### src/rtl/pipeline_exmem_stage.sv
// EX/MEM pipeline register with data-memory request controller.
// Holds EX results, drives dmemREN/dmemWEN until dhit, and stalls the pipe while an access is outstanding.
module pipeline_exmem_stage #(
    parameter int unsigned WORD_W = 32,
    parameter int unsigned REG_W  = 5
) (
    input  logic              CLK,
    input  logic              RST,
    input  logic              en,
    input  logic              flush,
    input  logic [WORD_W-1:0] porto_in,
    input  logic [WORD_W-1:0] store_in,
    input  logic [REG_W-1:0]  wsel_in,
    input  logic              regen_in,
    input  logic [1:0]        regsrc_in,
    input  logic              dren_in,
    input  logic              dwen_in,
    input  logic              halt_in,
    input  logic              dhit,
    input  logic [WORD_W-1:0] dmemload,
    output logic [WORD_W-1:0] porto,
    output logic [REG_W-1:0]  wsel,
    output logic              regen,
    output logic [1:0]        regsrc,
    output logic              halt,
    output logic              dmemREN,
    output logic              dmemWEN,
    output logic [WORD_W-1:0] dmemaddr,
    output logic [WORD_W-1:0] dmemstore,
    output logic [WORD_W-1:0] dmemload_out,
    output logic              mem_stall
);

    typedef enum logic [1:0] {
        IDLE = 2'd0,
        REQ  = 2'd1,
        DONE = 2'd2
    } state_t;

    state_t            state;
    logic              dren_l;
    logic              dwen_l;
    logic [WORD_W-1:0] dmemload_l;
    logic              in_req;
    logic              hit_now;
    logic              capture;

    // Request and stall are decoded from state so reset drops them immediately.
    assign in_req       = (state == REQ);
    assign hit_now      = in_req & dhit;
    assign mem_stall    = in_req & ~dhit;
    assign capture      = en & ~mem_stall & ~halt;
    assign dmemREN      = in_req & dren_l & ~dwen_l;
    assign dmemWEN      = in_req & dwen_l;
    assign dmemaddr     = porto;
    assign dmemload_out = hit_now ? dmemload : dmemload_l;

    always_ff @(posedge CLK or posedge RST) begin
        if (RST) begin
            state      <= IDLE;
            porto      <= '0;
            dmemstore  <= '0;
            wsel       <= '0;
            regen      <= 1'b0;
            regsrc     <= 2'b00;
            halt       <= 1'b0;
            dren_l     <= 1'b0;
            dwen_l     <= 1'b0;
            dmemload_l <= '0;
        end else if (flush) begin
            state      <= IDLE;
            porto      <= '0;
            dmemstore  <= '0;
            wsel       <= '0;
            regen      <= 1'b0;
            regsrc     <= 2'b00;
            halt       <= 1'b0;
            dren_l     <= 1'b0;
            dwen_l     <= 1'b0;
            dmemload_l <= '0;
        end else begin
            if (hit_now) begin
                dmemload_l <= dmemload;
            end
            if (capture) begin
                porto     <= porto_in;
                dmemstore <= store_in;
                wsel      <= wsel_in;
                regen     <= regen_in;
                regsrc    <= regsrc_in;
                halt      <= halt_in;
                dren_l    <= dren_in;
                dwen_l    <= dwen_in;
                state     <= (dren_in | dwen_in) ? REQ : IDLE;
            end else if (hit_now) begin
                state <= DONE;
            end
        end
    end

endmodule

### config.mk
export PLATFORM = sky130hd
export DESIGN_NAME = pipeline_exmem_stage
export DESIGN_NICKNAME = d
export VERILOG_FILES = /design/src/rtl/pipeline_exmem_stage.sv
export SDC_FILE = /design/constraint.sdc
export NUM_CORES = 1
export LEC_CHECK = 0
export CORE_ASPECT_RATIO = 0.9
export CORE_MARGIN = 2
export CORE_UTILIZATION = 35
export CTS_BUF_LIST = sky130_fd_sc_hd__clkbuf_4
export CTS_CLUSTER_SIZE = 30
export DETAILED_ROUTE_END_ITERATION = 8
export PLACE_DENSITY = 0.77
export SETUP_SLACK_MARGIN = 0.3
export SYNTH_ARGS = -nofsm -noshare
export SYNTH_HDL_FRONTEND = slang
export SYNTH_SLANG_ARGS = --single-unit
export TNS_END_PERCENT = 50
### constraint.sdc
create_clock -name CLK -period 3.9 [get_ports CLK]
set_input_delay 1.17 -clock CLK [delete_from_list [all_inputs] [get_ports CLK]]
set_output_delay 1.17 -clock CLK [all_outputs]
set_load 0.02 [all_outputs]
==> results of run 1 <==
## worst paths after layout
path | from | endpoint | slack, ns
setup / recovery | dhit | dmemload_out[8] | 0.36
hold / removal | dmemstore[27] | dmemstore[27] | 0.51
setup reg to reg | state[0] | dmemaddr[21] | 1.91
hold reg to reg | dmemstore[27] | dmemstore[27] | 0.51
max in group asynchronous | RST | dmemload_l[30] | 2.30
min in group asynchronous | RST | dmemload_l[16] | 1.18
## kinds of logic after synthesis
kind of cell    count (synthesis)  share of synthesized area
simple gates                   40                     0.0606
mux                            32                     0.0808
compound gates                 78                      0.155
flops                         109                      0.612
buf+inv                        57                     0.0923
## layout by cell type (no fill, tap or decap), drive strengths merged
master | Yosys | final
or2 | 1 | 1
a32o | 1 | 1
dfrtp | 109 | 109
nand3b | 1 | 1
mux2 | 32 | 32
a31oi | 1 | 1
nor4b | 1 | 1
a21oi | 2 | 2
nor2b | 33 | 33
bufbuf | 0 | 1
clkinv | 0 | 2
buf | 51 | 47
nor4bb | 1 | 1
nand3 | 1 | 1
clkdlybuf4s50 | 0 | 217
a22o | 74 | 74
clkdlybuf4s15 | 0 | 2
clkinvlp | 0 | 3
inv | 3 | 5
and3b | 1 | 1
clkbuf | 3 | 9
or3b | 1 | 1
## synthesized netlist by cell type
cell / n
or3b_4: 1
a31oi_4: 1
inv_2: 1
or2_2: 1
a22o_1: 74
and3b_1: 1
nor2b_1: 33
a32o_1: 1
nor4b_2: 1
dfrtp_1: 109
buf_4: 36
nor4bb_1: 1
clkbuf_1: 3
mux2_2: 32
buf_6: 7
a21oi_1: 2
inv_1: 2
nand3b_1: 1
buf_2: 8
nand3_1: 1
## power by group
group          internal [mW]  switching [mW]
combinational          0.336           0.288
sequential              1.20          0.0433
clock                  0.140           0.381
## flip-flops by register name, summed over array words and instances, names as in the netlist
signal,cells
dmemaddr,32
dmemload_l,32
dmemstore,32
dren_l,1
dwen_l,1
halt,1
regen,1
regsrc,2
state,2
wsel,5
## what timing repair did
item | in CTS | in global routing
buffers inserted | 3 | 1
endpoints found under the setup margin | 33 | 7
resized for setup | 136 | 4
cloned | 2 | 0
## per-layer routing
layer | track usage | vias to the layer above | routed length (um)
met5 | 0 | - | 0
met4 | 0.0447 | 0 | 152
met3 | 0.0674 | 12 | 1100
met2 | 0.302 | 167 | 5860
met1 | 0.218 | 1638 | 4900
li1 | - | 1554 | -
## through the flow
| stage | setup TNS [ns] | utilization | cell area (um^2) | hold slack (ns) | power, mW |
|---|---|---|---|---|---|
| 2_1_floorplan | 0 | - | 4460 | 0.458 | 1.58 |
| 3_3_place_gp | -5.22 | 0.547 | 6890 | 0.478 | 1.89 |
| 3_5_place_dp | -5.10 | 0.547 | 6890 | 0.483 | 1.90 |
| 4_1_cts | 0 | 0.552 | 6950 | 0.521 | 2.42 |
| 5_1_grt | 0 | 0.553 | 6970 | 0.537 | 2.52 |
| 6_report | 0 | 0.553 | 6970 | 0.513 | 2.38 |
## worst max-delay path: cells and delay by family
family / cells / cell delay, ns
buffers and inverters: 4 / 0.73
multiplexers: 1 / 0.34
AND/OR/NAND/NOR: 1 / 0.13
## area by class of cell
type                    instances  share of cell area
clock buffers                   9             0.00970
clock inverters                 7             0.00826
well taps                     164              0.0295
inverters                       3             0.00216
flip-flops and latches        109               0.392
multi-input cells             150               0.192
repair buffers                267               0.367
==> flow_metrics.tcl, run 1 <==
set metrics [dict create \
    yosys.area.top_type "dfrtp_1" \
    avgSynthCellArea_um2 14.1 \
    cts_tree "yes" \
    multiInputGateArea_um2 1340 \
    pre_cts_ws_ns -0.175 \
    synth_seq_cells 109 \
    irDropWorstVdd_mv 0.203 \
    crit_chain "clkdlybuf4s15_1 -> nand3b_1 -> buf_6 -> bufbuf_16 -> mux2_2 -> buf_4" \
    cp_slowest_cell "mux2_2" \
    dr_total_vias 3371 \
    worst_pin_slew_ns 0.562 \
    n_antenna_cell 0 \
    placementRows 39 \
    path_class "in -> out" \
    routabilityCongestion 0.773 \
    grt_overflow_total 0 \
    place_inst 687 \
    instances_no_fill 709 \
    io_pins 252 \
    powerDensity_nw_per_um2 342 \
    max_freq_ghz 0.283 \
    max-slew-margin-rel 0.625 \
    setup_viol 0 \
    dieHeight_um 111 \
    cp.required_ns 2.73 \
    final-hold-violation-count 0 \
    track_usage 0.180 \
    antenna_left 0 \
    coreArea_um2 12600 \
    cp_max_fo 8 \
    cts_made_buffers 9 \
    register_area_um2 2730 \
    drt-pass1-iter-count 4 \
    status "completed" \
    syn_nets 428 \
    grt_max_degree 110 \
    hold_buffers 0 \
    clock_skew_ns 0.0203 \
    worst_slack_ns 0.361 \
    avgViaCountPerCell 4.75 \
    antenna_found_initial 0 \
    grt_setup_unrepaired "true" \
    endpoint_kind "output pin" \
    syn_to_final_growth_pct 56.2 \
    grt_pass1_wl_um 18800 \
    worstHoldPathType "reg -> reg" \
    drt-total-wl_um 12000 \
    maxSlewViolCount 0 \
    insertion_delay_ns 0.48 \
    drt_drc_violations_left 0 \
    num-nets-final 652 \
    synthTopCellsByArea "dfrtp_1 61%, a22o_1 15%, mux2_2 8.1%, buf_4 6.1%, nor2b_1 4.6%" \
    holdPathStages 1 \
    cts_sinks 109 \
    synth_area_um2 4460 \
    hpwl_um 8340 \
    yosys_warnings 0 \
    power.leakage_nw 3.20 \
    die-area_um2 13700 \
    grt_pass1_vias 3554 \
    io_buffers 251 \
    maxCapViolCount 0 \
    nFillCells 1054 \
    start_util 0.354 \
    yosysTopAreaCellShare 0.612 \
    drtIter0Drc 125 \
    start_kind "input pin" \
    syn_inst 316 \
    cts_root_buffer "clkbuf_4" \
    ys_seq_area_frac 0.612 \
    drive_gt1_frac 0.187 \
    clockBufferDepth 2 \
    min_period_ns 3.54 \
    die_x_um 123 \
    fin_crit_sh 0.907 \
    wire_per_inst_um 16.9 \
    htreeDepth 3 \
    reg2reg_depth 5 \
    slowest_delay_ns 0.34 \
    arrival_ns 2.37 \
    cts.clk_slew.worst_paths_ns 0.14 \
    ys_types 20 \
]
No activity file was read; power rests on OpenSTA's default activity.
==> inputs of run 2 (changes only) <==
--- a/config.mk
+++ b/config.mk
@@ -11,6 +11,8 @@
 export CTS_BUF_LIST = sky130_fd_sc_hd__clkbuf_4
 export CTS_CLUSTER_SIZE = 30
 export DETAILED_ROUTE_END_ITERATION = 8
+export HOLD_SLACK_MARGIN = 0.02
+export MAX_ROUTING_LAYER = met4
 export PLACE_DENSITY = 0.77
 export SETUP_SLACK_MARGIN = 0.3
 export SYNTH_ARGS = -nofsm -noshare
==> run 2 against run 1 <==
- fmax is essentially flat
- die area is the same
- clock skew is essentially flat
- sequential power is essentially flat
- power is essentially flat
- sequential share of layout area is the same
- worst hold slack is essentially flat
- non-clock buffer count is the same
- utilization is the same
- wire length shrank 0.52%
- first-iteration DRC count grew 18%
- critical endpoint unchanged
- largest power group unchanged
==> flow_metrics.tcl, run 2 (synthesis gave the netlist of run 1 again) <==
set metrics [dict create \
    io_pins 252 \
    track_usage 0.185 \
    total_power_mw 2.38 \
    grt_pass1_vias 3557 \
    die_x_um 123 \
    clockBufferDepth 2 \
    power.leakage_nw 3.20 \
    r2r_start "state[0]" \
    arrival_ns 2.37 \
    num-nets-final 652 \
    avgViaCountPerCell 4.78 \
    cts_root_buffer "clkbuf_4" \
    setup_viol 0 \
    insertion_delay_ns 0.48 \
    dieHeight_um 111 \
    cts.clk_slew.worst_paths_ns 0.14 \
    slowest_delay_ns 0.34 \
    final_common_cell "clkdlybuf4s50_1" \
    cp_slowest_cell "mux2_2" \
    placementRows 39 \
    clock_skew_ns 0.0199 \
    status "completed" \
    start_util 0.354 \
    crit_chain "clkdlybuf4s15_1 -> nand3b_1 -> buf_6 -> bufbuf_16 -> mux2_2 -> buf_4" \
    max-slew-margin-rel 0.627 \
    cp_top_family "buffers and inverters" \
    cp.required_ns 2.73 \
    antenna_left 0 \
    start_kind "input pin" \
    final-hold-violation-count 0 \
    worstHoldPathType "reg -> reg" \
    pre_cts_ws_ns -0.175 \
    drt-total-wl_um 12000 \
    worst_pin_slew_ns 0.559 \
    fin_crit_sh 0.908 \
    fin_setup_tns_ns 0 \
    cts_tree "yes" \
    maxSlewViolCount 0 \
    drt_drc_violations_left 0 \
    drt-pass1-iter-count 4 \
    worst-path-buf-inv 4 \
    grt_max_degree 110 \
    wire_per_inst_um 16.9 \
    cp-startpoint "dhit" \
    cp_max_fo 8 \
    reg2reg_depth 5 \
    drtIter0Drc 148 \
    holdWs_ns 0.514 \
    final_cell_mix "217 x clkdlybuf4s50_1, 109 x dfrtp_1, 74 x a22o_1" \
    path_class "in -> out" \
    syn_to_final_growth_pct 56.2 \
    n_antenna_cell 0 \
    holdPathStages 1 \
    rrSetupSlack_ns 1.91 \
    min_period_ns 3.54 \
    htreeDepth 3 \
    grt_pass1_wl_um 18800 \
    worst_slack_ns 0.360 \
    coreArea_um2 12600 \
    r2r_end "dmemaddr[18]" \
    endpoint_kind "output pin" \
    io_buffers 251 \
    maxCapViolCount 0 \
    grt_overflow_total 0 \
    powerDensity_nw_per_um2 342 \
    dr_total_vias 3386 \
    hpwl_um 8340 \
    routabilityCongestion 0.784 \
    irDropWorstVdd_mv 0.202 \
    min_to "dmemstore[27]" \
    cts_sinks 109 \
    hold_buffers 0 \
    worstHoldStart "dmemstore[27]" \
    max_freq_ghz 0.282 \
    grt_setup_unrepaired "true" \
    antenna_found_initial 0 \
    cts_made_buffers 9 \
    die-area_um2 13700 \
    drive_gt1_frac 0.187 \
]
[run 2: cell counts in the layout (fill, tap and decap cells not counted)]
Identical to the previous run, type by type.
[run 2: final cells by class]
type | instances | area [um^2]
multi-input cells | 150 | 1340
clock inverters | 7 | 57.6
well taps | 164 | 205
flip-flops and latches | 109 | 2730
inverters | 3 | 15.0
clock buffers | 9 | 67.6
fillers | 1054 | 5620
repair buffers | 267 | 2560
[run 2: power by group]
group,internal (mW),leakage (nW),switching [mW],total [mW]
registers,1.20,1.48,0.0432,1.24
clock network,0.140,0.0648,0.381,0.521
logic,0.336,1.66,0.287,0.623
total,1.67,3.20,0.711,2.38
[run 2: repair_timing]
| action | in CTS | in global routing |
|---|---|---|
| gates resized for setup | 136 | 4 |
| hold endpoints to repair | 0 | 0 |
| buffers inserted | 3 | 1 |
| cloned | 2 | 0 |
| setup endpoints to repair | 33 | 7 |
[run 2: worst max-delay path by stage]
stage | cells past startpoint | endpoint | slack [ns]
global placement | 5 | dmemload_out[28] | -0.18
floorplan | 3 | dmemload_out[10] | 0.76
CTS | 6 | dmemload_out[10] | 0.28
global route | 6 | dmemload_out[21] | 0.29
finish | 6 | dmemload_out[8] | 0.36
detailed placement | 5 | dmemload_out[19] | -0.17
[run 2: metal layers]
layer / wire length (um) / global-route usage / vias to the layer above / share of wire
met2: 5870 / 0.303 / 175 / 0.49
met4: 142 / 0.0447 / 0 / 0.012
met1: 4940 / 0.221 / 1646 / 0.41
met5: 0 / - / - / 0
met3: 996 / 0.0602 / 10 / 0.083
li1: - / - / 1555 / -
[run 2: stage by stage]
| stage | utilization | instance area [um^2] | std cells |
|---|---|---|---|
| 2_1_floorplan | - | 4460 | 316 |
| 3_3_place_gp | 0.547 | 6890 | 687 |
| 3_5_place_dp | 0.547 | 6890 | 687 |
| 4_1_cts | 0.552 | 6950 | 708 |
| 5_1_grt | 0.553 | 6970 | 709 |
| 6_report | 0.553 | 6970 | 709 |
